--- src/rtl/spi_bus_arbiter.sv ---
// spi_bus_arbiter: shares one byte-level SPI master between NUM_REQ requesters.
// Round-robin ownership, combinational forwarding of the owner's handshake and
// data, per-device active-low chip selects, a guard gap between owners and a
// watchdog that takes the bus back from a requester that stops making progress.
module spi_bus_arbiter #(
  parameter int unsigned NUM_REQ      = 2,
  parameter int unsigned GUARD_CYCLES = 4,
  parameter logic [15:0] TIMEOUT      = 16'hFFFF
) (
  input  logic                 clk,
  input  logic                 rst,
  input  logic [NUM_REQ-1:0]   req,
  output logic [NUM_REQ-1:0]   grant,
  input  logic [NUM_REQ-1:0]   req_begin,
  input  logic [8*NUM_REQ-1:0] req_send_data,
  input  logic [NUM_REQ-1:0]   req_ss,
  output logic [NUM_REQ-1:0]   req_end,
  output logic [7:0]           rx_data,
  output logic                 begin_transmission,
  output logic [7:0]           send_data,
  input  logic                 end_transmission,
  input  logic [7:0]           recieved_data,
  output logic [NUM_REQ-1:0]   ss_n,
  output logic                 busy,
  output logic                 timeout_err
);

  localparam int unsigned IW         = (NUM_REQ > 1) ? $clog2(NUM_REQ) : 1;
  localparam logic [15:0] GUARD_LAST = 16'(GUARD_CYCLES);

  typedef enum logic [1:0] {
    IDLE,
    GRANT,
    GUARD
  } state_t;

  state_t        state;
  logic [IW-1:0] g;
  logic [IW-1:0] last;
  logic          in_flight;
  logic          begin_prev;
  logic [15:0]   wd_cnt;
  logic [15:0]   guard_cnt;

  logic          pick_valid;
  logic [IW-1:0] pick;
  logic [IW-1:0] cand;
  logic          begin_rise;

  assign rx_data    = recieved_data;
  assign begin_rise = begin_transmission & ~begin_prev;

  // Round-robin search: first requester after the previous owner, wrapping.
  always_comb begin
    pick_valid = 1'b0;
    pick       = '0;
    cand       = '0;
    for (int i = int'(NUM_REQ); i >= 1; i--) begin
      cand = IW'((int'(last) + i) % int'(NUM_REQ));
      if (req[cand]) begin
        pick_valid = 1'b1;
        pick       = cand;
      end
    end
  end

  // Zero-latency mux between the owner and the master; idle values otherwise.
  always_comb begin
    begin_transmission = 1'b0;
    send_data          = '0;
    ss_n               = '1;
    req_end            = '0;
    if (state == GRANT) begin
      begin_transmission = req_begin[g];
      send_data          = req_send_data[8*g +: 8];
      ss_n[g]            = req_ss[g];
      req_end[g]         = end_transmission;
    end
  end

  // Ownership FSM with byte tracking, watchdog and guard-gap counters.
  always_ff @(posedge clk) begin
    if (rst) begin
      state       <= IDLE;
      grant       <= '0;
      g           <= '0;
      last        <= IW'(NUM_REQ - 1);
      in_flight   <= 1'b0;
      begin_prev  <= 1'b0;
      wd_cnt      <= '0;
      guard_cnt   <= '0;
      busy        <= 1'b0;
      timeout_err <= 1'b0;
    end else begin
      timeout_err <= 1'b0;
      begin_prev  <= begin_transmission;
      case (state)
        IDLE: begin
          in_flight <= 1'b0;
          if (pick_valid) begin
            g           <= pick;
            last        <= pick;
            grant       <= '0;
            grant[pick] <= 1'b1;
            wd_cnt      <= '0;
            state       <= GRANT;
            busy        <= 1'b1;
          end
        end
        GRANT: begin
          if (end_transmission) begin
            in_flight <= 1'b0;
          end else if (begin_rise) begin
            in_flight <= 1'b1;
          end
          if ((!req[g] && !in_flight) || (!end_transmission && wd_cnt == TIMEOUT)) begin
            grant       <= '0;
            in_flight   <= 1'b0;
            guard_cnt   <= '0;
            timeout_err <= req[g] || in_flight;
            if (GUARD_CYCLES == 0) begin
              state <= IDLE;
              busy  <= 1'b0;
            end else begin
              state <= GUARD;
              busy  <= 1'b1;
            end
          end else if (end_transmission) begin
            wd_cnt <= '0;
          end else begin
            wd_cnt <= wd_cnt + 16'd1;
          end
        end
        GUARD: begin
          in_flight <= 1'b0;
          if (guard_cnt == GUARD_LAST) begin
            state <= IDLE;
            busy  <= 1'b0;
          end else begin
            guard_cnt <= guard_cnt + 16'd1;
          end
        end
        default: begin
          state <= IDLE;
          grant <= '0;
          busy  <= 1'b0;
        end
      endcase
    end
  end

endmodule

--- config.mk ---
export PLATFORM = sky130hd
export DESIGN_NAME = spi_bus_arbiter
export DESIGN_NICKNAME = d
export VERILOG_FILES = /design/src/rtl/spi_bus_arbiter.sv
export SDC_FILE = /design/constraint.sdc
export NUM_CORES = 1
export LEC_CHECK = 0
export BUFFER_PORTS_ARGS = -buffer_cell sky130_fd_sc_hd__clkbuf_2
export CORE_ASPECT_RATIO = 1.25
export CORE_MARGIN = 2
export CORE_UTILIZATION = 45
export DETAILED_ROUTE_END_ITERATION = 16
export GPL_TIMING_DRIVEN = 0
export PLACE_DENSITY = 0.8
export SYNTH_ARGS = -nofsm -noshare
export SYNTH_HDL_FRONTEND = slang
export SYNTH_SLANG_ARGS = --single-unit
--- constraint.sdc ---
create_clock -name clk -period 2.3 [get_ports clk]
set_input_delay 0.23 -clock clk [delete_from_list [all_inputs] [get_ports clk]]
set_output_delay 0.23 -clock clk [all_outputs]
set_load 0.01 [all_outputs]
==> results by stage, run 1 <==
Status:
- The run finished with clean final reports.

Critical path:
- The critical path data required time is 2.53 ns.
- The slowest cell on the critical path is sky130_fd_sc_hd__or3_4.
- In this run the worst setup path begins at wd_cnt[0]$_SDFFE_PP0P_.
- The startpoint-to-endpoint class of the critical path is flip-flop to flip-flop.
- Measured in cells, the most critical reg-to-reg path has a length of 7.
- In this run the critical register-to-register path is launched from wd_cnt[0]$_SDFFE_PP0P_.
- The worst endpoint data arrival time is 2.33 ns.
- The reg-to-reg critical path endpoint is wd_cnt[8]$_SDFFE_PP0P_.
- The type of origin of the critical path is a flip-flop.
- The worst setup path is captured at a flip-flop.
- Grouping stages by cell kind, the critical path spends the most delay in simple AND/OR/NAND/NOR gates.
- The setup check on the worst reg-to-reg path leaves a slack of 0.21 ns.
- The logic depth of the worst setup path including buffers is 7.
- The maximum cell stage delay along the critical path is 0.48 ns.
- The largest driver fanout on the critical path is 10.
- The worst setup path endpoint is wd_cnt[8]$_SDFFE_PP0P_.
- Counting both buffers and inverters, the worst setup path holds a total of 1.
- The signal on the critical path passes through ha_1 -> nand4_1 -> or3_4 -> o21ai_4 -> clkbuf_4 -> o21ai_0 -> a21oi_1.

Yosys:
- The number of instances in the synthesized netlist is 309.
- Counting flops and latches in the post-synthesis netlist gives 42.
- The cell with the most instances after synthesis is sky130_fd_sc_hd__dfxtp_1.
- The share of the yosys chip area belonging to registers is 0.345.
- The most used flip-flop cell after synthesis is sky130_fd_sc_hd__dfxtp_1.
- The number of nets handed over by synthesis was 345.
- The cell taking the most area after synthesis is sky130_fd_sc_hd__dfxtp_1.
- Each instance of the synthesized netlist takes up on average 7.88 um2.
- After synthesis the cells add up to 0.00243 mm2.
- In the post-synthesis netlist, the biggest area contributors are sky130_fd_sc_hd__dfxtp_1 35%, sky130_fd_sc_hd__nor2_1 4.8%, sky130_fd_sc_hd__a21oi_1 4.3%.
- After synthesis, the netlist uses 50 different library cells.
- The top cell type's share of synthesized area is 0.345.
- For this run, the number of Yosys warnings is 0.
- For this run, asynchronously set or reset flops after synthesis account for 0.
- Sorting the synthesized cells by how often they occur yields 42 x sky130_fd_sc_hd__dfxtp_1, 31 x sky130_fd_sc_hd__nor2_1, 26 x sky130_fd_sc_hd__nand2_1, 21 x sky130_fd_sc_hd__a21oi_1, 18 x sky130_fd_sc_hd__o21ai_0.
- The count of flip-flops with a built-in enable after synthesis is 0.

Global routing:
- The number of global-route vias before repair is 2139.
- Entering global routing, the biggest net connects 12 pins.
- The number of antenna violations at the first check in global routing is 0.
- The overall global routing resource usage is 0.195.
- The global-route wire length before repair is 9.69 mm.
- The global-route congestion overflow total is 0.

Clock tree:
- The count of hold-fix buffers inserted at cts is 0.
- Once the clock tree was built, the setup fixing pass inserted 0 buffers.
- The number of levels the H-tree was split into is 2.
- The deepest clock path buffer count is 2.
- The clock transition time at the flip-flop clock pins of the worst setup and hold paths is 0.08 ns.
- The clock net sink count is 42.
- The buffer cell driving the clock tree root is sky130_fd_sc_hd__clkbuf_8.
- The CTS tree is done.
- The worst-skew pair later-pin latency is 0.30 ns.
- The TritonCTS buffer count is 5.
- The count of instances resized after the clock tree is built is 0.

Final layout:
- The multi-input combinational cells in the finished layout cover a total of 0.00144 mm2.
- The area taken by flip-flops and latches is 841 um2.
- For this run, the post-layout net count is 400.
- For this run, the share of the core covered by cells in the final layout is 0.554.
- In the final layout, the share of cells above drive strength 1 is 0.209.
- The filler cell count in the final layout is 479.
- The number of cells in the finished layout apart from fillers is 426.
- 0 antenna diodes ended up in the layout.
- Compared with the post-synthesis result, the final layout area differs by 17.2%.

STA:
- Setup repair after global routing left no endpoint under its margin.
- Adding up every negative setup slack in the final design gives 0 ns.
- Of the available clock period, the critical path in the final layout requires 0.910.
- The number of pins exceeding their max-slew limit in the final report is 0.
- Headroom to the max-slew limit came out at 0.529.
- The worst setup skew after layout is 0.00934 ns.
- For this run, the top clock speed supported by timing is 478 MHz.
- Hold is met by 0.274 ns.
- The count of endpoints failing hold in the final timing report is 0.
- For the finished layout, the period the worst path requires is 2.09 ns.
- The actual transition at the worst max-transition pin is 0.700 ns.
- The final setup violation count is 0.

Pwr:
- Power spread over the standard cell area amounts to 532 mW/mm2.
- The analysis attributes to cell leakage a power of 1.15 nW.
- The maximum vdd ir drop is 225 uV.
- The power after layout is 0.00152 W.

Die:
- The number of I/O pins is 58.
- The initial utilization of the core area, before any placement, comes to 0.473.
- Measured along the x axis, the die boundary spans 69.8 um.
- The die area is 0.00602 mm2.
- Row generation in the floorplan step produced 29 rows.
- After floorplanning, the core was sized to cover 0.00515 mm2.
- Measured along the y axis, the die boundary spans 86.2 um.

Run:
- The max-capacitance violation count is 0.

Placed design:
- The post-DP HPWL is 4.26 mm.
- The placed instance count is 420.
- The number of buffers added on ports is 49.
- The weighted congestion reported at the end of routability-driven placement is 0.866.

Routing:
- The final route contains 2461 vias.
- After detailed routing, the number of remaining DRC violations is 0.
- The final antenna-violating net count is 0.
- After detailed routing, the average wire length per cell comes to 13.7 um.
- The iteration count of the initial detailed-routing pass is 4.
- The mean number of vias per cell is 5.78.
- Summed over all layers, the routed wires come to 5.85 mm.
- The violation count after the first detailed-routing iteration is 212.

Hold path:
- The worst min-delay path class is input port to flip-flop.
logic make-up (layout without fill, tap and decap cells):
group | after synthesis | count (layout) | synth area share
compound gates | 84 | 84 | 0.236
simple gates | 135 | 135 | 0.285
fa+ha+maj | 3 | 3 | 0.0154
flops | 42 | 42 | 0.345
xor+xnor | 1 | 1 | 0.00360
mux | 10 | 10 | 0.0416
buf+inv | 34 | 89 | 0.0725
final cells by class:
cell class | instances | area share
tap | 62 | 0.0272
clock buffer | 7 | 0.0267
sequential | 42 | 0.295
inverter | 11 | 0.0145
buffer | 22 | 0.0469
multi-input combinational | 233 | 0.504
timing repair buffer | 49 | 0.0859
cell usage in the layout (no fill, tap or decap), types with 6 or more instances in the layout:
cell type / Yosys / routed
sky130_fd_sc_hd__a21oi_1: 21 / 20
sky130_fd_sc_hd__and3_1: 7 / 7
sky130_fd_sc_hd__buf_4: 8 / 8
sky130_fd_sc_hd__nor4_1: 7 / 7
sky130_fd_sc_hd__dfxtp_1: 42 / 42
sky130_fd_sc_hd__a31oi_1: 9 / 9
sky130_fd_sc_hd__clkbuf_2: 0 / 49
sky130_fd_sc_hd__nand3_1: 16 / 16
sky130_fd_sc_hd__nor3_1: 12 / 11
sky130_fd_sc_hd__mux2i_1: 9 / 9
sky130_fd_sc_hd__a21o_1: 6 / 6
sky130_fd_sc_hd__or3_1: 10 / 9
sky130_fd_sc_hd__o31ai_1: 8 / 8
sky130_fd_sc_hd__nor2_1: 31 / 31
sky130_fd_sc_hd__o21ai_0: 18 / 18
sky130_fd_sc_hd__inv_1: 10 / 10
sky130_fd_sc_hd__clkbuf_1: 10 / 11
sky130_fd_sc_hd__nand2_1: 26 / 26
sequential cells by signal, summed over array words and instances, names as in the netlist:
register     cells
guard_cnt       16
wd_cnt          16
grant            2
state            2
begin_prev       1
busy             1
g                1
in_flight        1
last             1
timeout_err      1
per-stage QoR:
step | cell area (um2) | setup WS, ns
global route | 2850 | 0.00803
global placement | 2760 | 0.0423
finish | 2850 | 0.207
floorplan | 2430 | 0.414
CTS | 2830 | 0.0132
detailed placement | 2760 | 0.0231
where the power goes:
| group | leakage, nW | switching, W | internal [W] |
|---|---|---|---|
| sequential | 0.340 | 0.00000960 | 0.000744 |
| clock | 0.0383 | 0.000248 | 0.000209 |
| combinational | 0.768 | 0.000186 | 0.000122 |
per-layer routing:
layer,vias to the layer above,routed length [um],GRT usage
met5,-,0,0
met3,6,223,0.0360
met1,1156,2590,0.248
met4,0,55,0.0699
li1,1248,-,-
met2,51,2980,0.332
worst min-delay path by stage:
| stage | startpoint | to | slack [ns] | depth (start not counted) |
|---|---|---|---|---|
| after floorplan | req[1] | last$_SDFFE_PP1P_ | 0.39 | 2 |
| after global placement | wd_cnt[1]$_SDFFE_PP0P_ | wd_cnt[1]$_SDFFE_PP0P_ | 0.46 | 2 |
| after detailed placement | wd_cnt[15]$_SDFFE_PP0P_ | wd_cnt[15]$_SDFFE_PP0P_ | 0.48 | 1 |
| after CTS | req[1] | last$_SDFFE_PP1P_ | 0.27 | 3 |
| after global routing | req[1] | last$_SDFFE_PP1P_ | 0.28 | 3 |
| final | req[1] | last$_SDFFE_PP1P_ | 0.27 | 3 |
worst register-to-register path, stage by stage, from the launching register on:
cell and delay (ns):
sky130_fd_sc_hd__dfxtp_1 0.37, sky130_fd_sc_hd__ha_1 0.22, sky130_fd_sc_hd__nand4_1 0.22, sky130_fd_sc_hd__or3_4 0.48, sky130_fd_sc_hd__o21ai_4 0.25, sky130_fd_sc_hd__clkbuf_4 0.26
sky130_fd_sc_hd__o21ai_0 0.11, sky130_fd_sc_hd__a21oi_1 0.12
No activity file was read; power rests on OpenSTA's default activity.
==> run 2, diff against run 1 <==
--- a/config.mk
+++ b/config.mk
@@ -8,10 +8,10 @@
 export BUFFER_PORTS_ARGS = -buffer_cell sky130_fd_sc_hd__clkbuf_2
 export CORE_ASPECT_RATIO = 1.25
 export CORE_MARGIN = 2
-export CORE_UTILIZATION = 45
+export CORE_UTILIZATION = 40
 export DETAILED_ROUTE_END_ITERATION = 16
 export GPL_TIMING_DRIVEN = 0
-export PLACE_DENSITY = 0.8
+export PLACE_DENSITY = 0.73
 export SYNTH_ARGS = -nofsm -noshare
 export SYNTH_HDL_FRONTEND = slang
 export SYNTH_SLANG_ARGS = --single-unit
==> run 2 against run 1 <==
Compared with the run above: critical path depth stayed put; global-route usage fell by 1.1 points; register-to-register slack got worse by 0.03 ns; power is 8.3% higher; largest power group unchanged.
==> results by stage, run 2 (synthesized netlist as in run 1, its figures left out) <==
Routing:
- The detailed router placed 2474 vias in this run.
- The total wirelength of the detailed-routed design is 5.86 mm.
- After detailed routing, the number of vias per cell comes to 5.52.
- The final antenna-violating net count is 0.
- The iteration count of the initial detailed-routing pass is 4.
- For this run, design rule violations remaining after detail routing come to 0.
- Dividing the detail-routed wire length by the instance count gives 13.1 um.
- For this block, the initial DRC count from the detailed router was 153.

Critical path:
- The number of cells on the worst reg-to-reg path is 7.
- In this run the critical register-to-register path is launched from wd_cnt[1]$_SDFFE_PP0P_.
- The worst register-to-register path ends at wd_cnt[14]$_SDFFE_PP0P_.
- The startpoint-to-endpoint class of the critical path is flip-flop to flip-flop.
- At the worst endpoint, the required time is 2.53 ns.
- The endpoint class of the critical path is a flip-flop.
- The launch point of the critical path is wd_cnt[1]$_SDFFE_PP0P_.
- The kind of cell with the highest combined delay along the critical path is simple AND/OR/NAND/NOR gates.
- The combined buffer and inverter count along the critical path is 1.
- The worst setup path is launched from a flip-flop.
- In this run the worst path has a maximum fanout of 5.
- The slack of the worst reg-to-reg path is 0.18 ns.
- The worst endpoint data arrival time is 2.35 ns.
- For this run, the slowest stage of the critical path takes 0.60 ns.
- Walking the worst path, the cells encountered are ha_1 -> nand4_1 -> buf_4 -> nor4_1 -> nand3_1 -> or3_1 -> a21oi_1.
- On the critical path, the stage with the largest delay is an instance of sky130_fd_sc_hd__nor4_1.

Global routing:
- Summed over all layers, the global routing overflow is 0.
- The number of global-route vias before repair was 2312.
- The overall global routing resource usage is 0.184.
- Entering global routing, the biggest net connects 14 pins.
- The global-route wire length before repair is 10.1 mm.
- The number of antenna violations at the first check in global routing was 0.

Final layout:
- The share of post-route cells with drive strength above 1 is 0.216.
- The repair_antennas step left the layout with diodes totalling 0.
- From synthesis to final layout, the design area changed by 20.2%.
- In the final layout, the registers with the most flip-flops are guard_cnt (16), wd_cnt (16).
- The number of nets in the final layout is 401.
- The top cell types in the final layout, fill and taps aside, are 49 x sky130_fd_sc_hd__clkbuf_2, 42 x sky130_fd_sc_hd__dfxtp_1, 31 x sky130_fd_sc_hd__nor2_1, 26 x sky130_fd_sc_hd__nand2_1, 20 x sky130_fd_sc_hd__a21oi_1.
- The most common cell after layout, fill and taps aside is sky130_fd_sc_hd__clkbuf_2.
- The filler cell count in the final layout is 563.
- The final core utilization is 0.500.

Die:
- The starting density of the core is 0.416.
- The floorplan step set the die width to 73.8 um.
- Measured along the y axis, the die boundary spans 91.2 um.
- The die area is 0.00673 mm2.
- The number of I/O pins is 58.
- The core footprint is 0.00586 mm2.
- The floorplan has 31 rows.

Hold path:
- The worst hold path passes through 3 cells.
- The path with the worst hold slack has its endpoint at last$_SDFFE_PP1P_.
- In this run the worst hold path is classified as input port to flip-flop.
- The startpoint identified for the worst hold timing path is req[1].

STA:
- In the post-route analysis, the smallest setup slack over all paths is 0.180 ns.
- Setup repair after global routing left no endpoint under its margin.
- The count of endpoints failing hold in the final timing report is 0.
- Headroom to the max-slew limit came out at 0.551.
- The worst path in the final design needs a cycle of 2.12 ns, including I/O delays and setup.
- Setup total negative slack on the finished layout was measured at 0 ns.
- Setup violations remaining at the end of the flow were counted as 0.
- The worst setup skew after layout is 0.0148 ns.
- The final cycle utilization of the critical path is 0.922.
- The fmax is 472 MHz.
- The number of pins exceeding their max-slew limit in the final report is 0.
- The worst hold margin is 0.274 ns.
- For the pin with the worst max-slew slack, the measured transition is 0.668 ns.

Run:
- The max-capacitance violation count is 0.

Status:
- The flow ran to the end, and the final reports show no timing, DRC or antenna violations.

Clock tree:
- After clock tree synthesis, the clock-pin slew on the worst setup and hold paths is 0.09 ns.
- Clock tree synthesis inserted a total of 5 buffers.
- TritonCTS built the clock tree.
- The deepest clock path buffer count is 2.
- The buffer cell driving the clock tree root is sky130_fd_sc_hd__clkbuf_8.
- For the worst-skew pair, the clock arrives at the later sink with an insertion delay of 0.29 ns.
- For this design, the sink count on the clock tree is 42.
- The H-tree was split into 2 levels.

Pwr:
- The analysis attributes to cell leakage a power of 1.18 nW.
- The maximum vdd ir drop is 218 uV.
- The power density over the cells is 562 mW/mm2.
- The power after layout is 0.00165 W.

Placed design:
- The pre-CTS setup slack is -0.0152 ns.
- The post-DP HPWL is 4.29 mm.
- At the end of routability-driven placement, the weighted congestion stood at 0.877.
- Buffers placed on the I/O ports in this run total 49.
[run 2: changes by cell type in the layout (fill, tap and decap cells not counted), sizes merged]
cell      before  now
clkinvlp       0    1
buf           12   13
clkbuf        66   65
bufinv         0    1
[run 2: layout make-up]
type | count | area (um2) | area share
Buffer | 22 | 134 | 0.0457
Clock inverter | 2 | 37.5 | 0.0128
Inverter | 11 | 41.3 | 0.0141
Clock buffer | 6 | 72.6 | 0.0248
Multi-Input combinational cell | 233 | 1450 | 0.494
Tap cell | 82 | 103 | 0.0351
Timing Repair Buffer | 50 | 253 | 0.0864
Sequential cell | 42 | 841 | 0.287
[run 2: through the flow]
stage               instance area [um2]  instances
global placement                   2780        440
detailed placement                 2780        440
floorplan                          2430        309
CTS                                2900        448
finish                             2930        448
global route                       2930        448
[run 2: layer usage]
layer  part of all wire  vias up  global-route usage
li1                   -     1260                   -
met1               0.44     1158               0.228
met2               0.52       52               0.310
met3              0.033        4              0.0400
met4             0.0067        0              0.0621
met5                  0        -                   0
[run 2: repair_timing]
item	CTS	global route
setup buffers	0	1
hold buffers	0	0
pin swaps	0	1
endpoints found under the setup margin	3	24
gates resized for setup	1	5
[run 2: power breakdown]
| group | switching, W | leakage (nW) | total, W | internal, W |
|---|---|---|---|---|
| clock network | 0.000261 | 0.0514 | 0.000585 | 0.000324 |
| registers | 0.00000996 | 0.340 | 0.000754 | 0.000744 |
| logic | 0.000185 | 0.789 | 0.000306 | 0.000122 |
| total | 0.000456 | 1.18 | 0.00165 | 0.00119 |
[run 2: tightest hold or removal path: cells and delay by family]
kind                   cells  cell delay, ns
buffers and inverters      1            0.14
AND/OR/NAND/NOR            1            0.08
AO/OA/AOI/OAI              1            0.07
[run 2: worst max-delay path by stage]
stage,endpoint,slack (ns),depth (start not counted)
floorplan,guard_cnt[14]$_SDFFE_PP0P_,0.41,6
global placement,guard_cnt[13]$_SDFFE_PP0P_,0.02,7
detailed placement,guard_cnt[9]$_SDFFE_PP0P_,-0.02,7
CTS,wd_cnt[9]$_SDFFE_PP0P_,0.06,7
global route,guard_cnt[14]$_SDFFE_PP0P_,0.02,6
finish,wd_cnt[14]$_SDFFE_PP0P_,0.18,7
==> run 3, diff against run 2 <==
--- a/config.mk
+++ b/config.mk
@@ -5,7 +5,9 @@
 export SDC_FILE = /design/constraint.sdc
 export NUM_CORES = 1
 export LEC_CHECK = 0
+export ABC_AREA = 1
 export BUFFER_PORTS_ARGS = -buffer_cell sky130_fd_sc_hd__clkbuf_2
+export CAP_MARGIN = 10
 export CORE_ASPECT_RATIO = 1.25
 export CORE_MARGIN = 2
 export CORE_UTILIZATION = 40
==> run 3 against run 2 <==
Compared with the run above: design area increased by 6.2%; core utilization decreased by 0.21 points; first-iteration DRC count decreased by 3.9%; largest cell class unchanged; sequential cell count unchanged; clock skew decreased by 0.0075 ns.
==> results by stage, run 3 <==
Critical path:
- The critical path data required time is 2.07 ns.
- The number of buffers and inverters on the critical path is 3.
- Along the worst path, the maximum fanout reaches 9.
- Walking the worst path, the cells encountered are inv_1 -> nor2_4 -> nand2_1 -> clkinv_1 -> a22o_1 -> clkbuf_2.
- The maximum cell stage delay along the critical path is 0.36 ns.
- The kind of cell adding the most delay to the critical path is buffers and inverters.
- The slowest cell on the critical path is sky130_fd_sc_hd__dfxtp_1.
- The type of origin of the critical path is a flip-flop.
- The startpoint-to-endpoint class of the critical path is flip-flop to output pin.
- The endpoint class of the critical path is an output pin.
- STA puts the critical path data arrival time at 1.60 ns.

Hold path:
- The worst min-delay path class is input port to flip-flop.

Pwr:
- The power after layout is 0.00185 W.
- Of the total power, the clock network draws 0.386.
- The switching power summed over all nets is 0.000504 W.
- The maximum vdd ir drop is 370 uV.
- Of the total power, combinational logic draws 0.197.
- Internal power comes to 0.00135 W.
- The leakage dissipation is 1.39 nW.
- The fraction of power spent switching nets is 0.272.
- The share of total power in sequential cells is 0.417.
- Dividing total power by cell area gives a power density of 596 mW/mm2.

Die:
- The die is 76.3 um wide.
- The height of the die is 94.4 um.
- In this run the count of I/O pins placed on the die edge is 58.
- The site row count is 32.
- The die area is 0.00720 mm2.
- For this configuration, the core starts out at a cell density of 0.418.
- After floorplanning, the core was sized to cover 0.00625 mm2.

STA:
- At the pin with the least slew margin, the transition time is 0.546 ns.
- The worst setup skew after layout is 0.00732 ns.
- Timing would allow up to 546 MHz.
- Of the available clock period, the critical path in the final layout requires 0.796.
- The count of endpoints failing hold in the final timing report was 0.
- The final setup violation count is 0.
- Setup slack on the critical path of the routed design comes to 0.470 ns.
- Setup repair after global routing left no endpoint under its margin.
- The worst relative slew slack is 0.636.
- The clock period minus final worst setup slack is 1.83 ns.
- The post-route setup TNS is 0 ns.
- The number of pins exceeding their max-slew limit in the final report is 0.
- The worst hold margin is 0.262 ns.

Clock tree:
- The clock net sink count is 42.
- The count of hold-fix buffers inserted at cts is 0.
- The worst-skew pair later-pin latency is 0.29 ns.
- The number of setup buffers added after CTS is 0.
- The TritonCTS buffer count is 5.
- After clock tree synthesis, the repair step resized 0 gates.
- In this run the deepest clock path goes through 2 buffers.
- The root buffer cell chosen for the clock tree is sky130_fd_sc_hd__clkbuf_8.
- The clock transition time at the flip-flop clock pins of the worst setup and hold paths is 0.08 ns.
- The number of levels the H-tree was split into is 2.
- TritonCTS built the clock tree.

Status:
- The run finished with clean final reports.

Global routing:
- The overall global routing resource usage is 0.188.
- For this run the aggregate overflow at the end of global routing stands at 0.
- Entering global routing, the biggest net connects 14 pins.
- The global-route wire length before repair is 11.2 mm.
- The number of global-route vias before repair was 2590.
- The number of antenna violations at the first check in global routing came to 0.

Placed design:
- After legalization and detailed placement, the total HPWL measured 5.14 mm.
- The number of buffers added on ports is 49.
- The post-placement cell area is 0.00297 mm2.
- The congestion estimate from routability-driven global placement came to 0.876.
- Before CTS, the worst setup slack after placement is 0.490 ns.

Yosys:
- Counting every net in the synthesized netlist gives 448.
- For this run, the register share of the synthesized area comes to 0.322.
- The share of synthesized area in the top cell type comes to 0.322.
- The synthesized netlist occupies a cell area of 0.00261 mm2.
- Counting flops and latches in the post-synthesis netlist gives 42.
- The most used flip-flop cell after synthesis is sky130_fd_sc_hd__dfxtp_1.
- The cell taking the most area after synthesis is sky130_fd_sc_hd__dfxtp_1.
- The count of yosys warnings during synthesis is 0.
- Sorting the synthesized cells by how often they occur yields 96 x sky130_fd_sc_hd__nand2_1, 58 x sky130_fd_sc_hd__nand3_1, 57 x sky130_fd_sc_hd__nor2_1, 48 x sky130_fd_sc_hd__inv_1, 42 x sky130_fd_sc_hd__dfxtp_1.
- The average instance area after synthesis is 6.34 um2.
- Of all flip-flops after synthesis, the portion carrying an async set or reset was 0.
- The number of distinct standard cells referenced by the synthesized netlist is 31.
- The cell with the most instances after synthesis is sky130_fd_sc_hd__nand2_1.
- By area the synthesized netlist is led by sky130_fd_sc_hd__dfxtp_1 32%, sky130_fd_sc_hd__nand2_1 14%, sky130_fd_sc_hd__nand3_1 11%.
- In this run, synthesis inferred 0 flip-flops with an integrated enable.
- After technology mapping, the gate count stands at 412.

Routing:
- The count of unresolved DRC violations after routing is 0.
- The wire length on met3 is 194 um.
- The met2 routed wirelength is 3.58 mm.
- The final antenna-violating net count is 0.
- The iteration count of the initial detailed-routing pass is 4.
- In the routed layout, each cell is associated on average with a via count of 4.99.
- The highest layer used for signal routing is met4.
- In the final routing, the length of wire on met1 measures 2.77 mm.
- The total wirelength of the detailed-routed design is 6.64 mm.
- The wire length per cell after detailed routing is 12.0 um.
- The violation count after the first detailed-routing iteration is 147.
- The detailed router placed 2764 vias in this run.

Final layout:
- The library cells used most frequently in the layout, excluding fill and tap cells, are 96 x sky130_fd_sc_hd__nand2_1, 58 x sky130_fd_sc_hd__nand3_1, 57 x sky130_fd_sc_hd__nor2_1, 49 x sky130_fd_sc_hd__clkbuf_2, 48 x sky130_fd_sc_hd__inv_1.
- The share of post-route cells with drive strength above 1 is 0.183.
- Leaving out fill and tap cells, the most frequent cell in the layout is sky130_fd_sc_hd__nand2_1.
- The final antenna diode count is 0.
- The relative area change from synthesis to final layout is 18.9%.
- The summed area of non-filler cells in the final layout is 0.00311 mm2.
- The filler cell count in the final layout is 665.
- The largest registers in the layout are guard_cnt (16), wd_cnt (16).
- The number of nets in the final layout is 504.

Run:
- The max-capacitance violation count is 0.
run 3: tightest hold or removal path: stages:
cell	delay, ns
sky130_fd_sc_hd__clkbuf_2	0.09
sky130_fd_sc_hd__inv_1	0.08
sky130_fd_sc_hd__nand2_1	0.08
sky130_fd_sc_hd__a21oi_1	0.03
run 3: kinds of logic after synthesis:
| kind of cell | count (synthesis) | synth area share |
|---|---|---|
| compound gates | 55 | 0.122 |
| buf+inv | 70 | 0.121 |
| xor+xnor | 1 | 0.00335 |
| simple gates | 241 | 0.418 |
| fa+ha+maj | 3 | 0.0144 |
| flops | 42 | 0.322 |
run 3: per-stage QoR:
step / std cells / utilization
floorplan: 412 / -
global placement: 546 / 0.475
detailed placement: 546 / 0.475
CTS: 554 / 0.498
global route: 554 / 0.498
finish: 554 / 0.498
run 3: area by class of cell:
| type | instances | area, um2 | share of cell area |
|---|---|---|---|
| Buffer | 19 | 125 | 0.0403 |
| Clock buffer | 6 | 82.6 | 0.0266 |
| Clock inverter | 2 | 60.1 | 0.0193 |
| Inverter | 51 | 191 | 0.0616 |
| Multi-Input combinational cell | 300 | 1460 | 0.469 |
| Sequential cell | 42 | 841 | 0.271 |
| Tap cell | 85 | 106 | 0.0342 |
| Timing Repair Buffer | 49 | 245 | 0.0789 |
run 3: metal layers:
metal,track usage,vias up
li1,-,1447
met2,0.353,37
met4,0.0621,0
met1,0.217,1270
met5,0,-
met3,0.0315,10
run 3: worst paths after layout:
| check | cells after the start | end | slack (ns) | from |
|---|---|---|---|---|
| hold / removal | 4 | wd_cnt[6]$_SDFFE_PP0P_ | 0.26 | rst |
| setup / recovery | 6 | send_data[6] | 0.47 | state[0]$_SDFFE_PP0P_ |
| hold reg to reg | 2 | grant[1]$_SDFFE_PP0P_ | 0.47 | grant[1]$_SDFFE_PP0P_ |
| setup reg to reg | 10 | guard_cnt[0]$_SDFFE_PP0P_ | 0.48 | wd_cnt[0]$_SDFFE_PP0P_ |
run 3: power by group through the flow:
stage / sequential [W] / combinational, W / clock (W)
final: 0.000774 / 0.000365 / 0.000715
after global routing: 0.000779 / 0.000411 / 0.000763
after CTS: 0.000773 / 0.000366 / 0.000737
after detailed placement: 0.000790 / 0.000364 / 0
after global placement: 0.000790 / 0.000357 / 0
after floorplan: 0.000790 / 0.000243 / 0
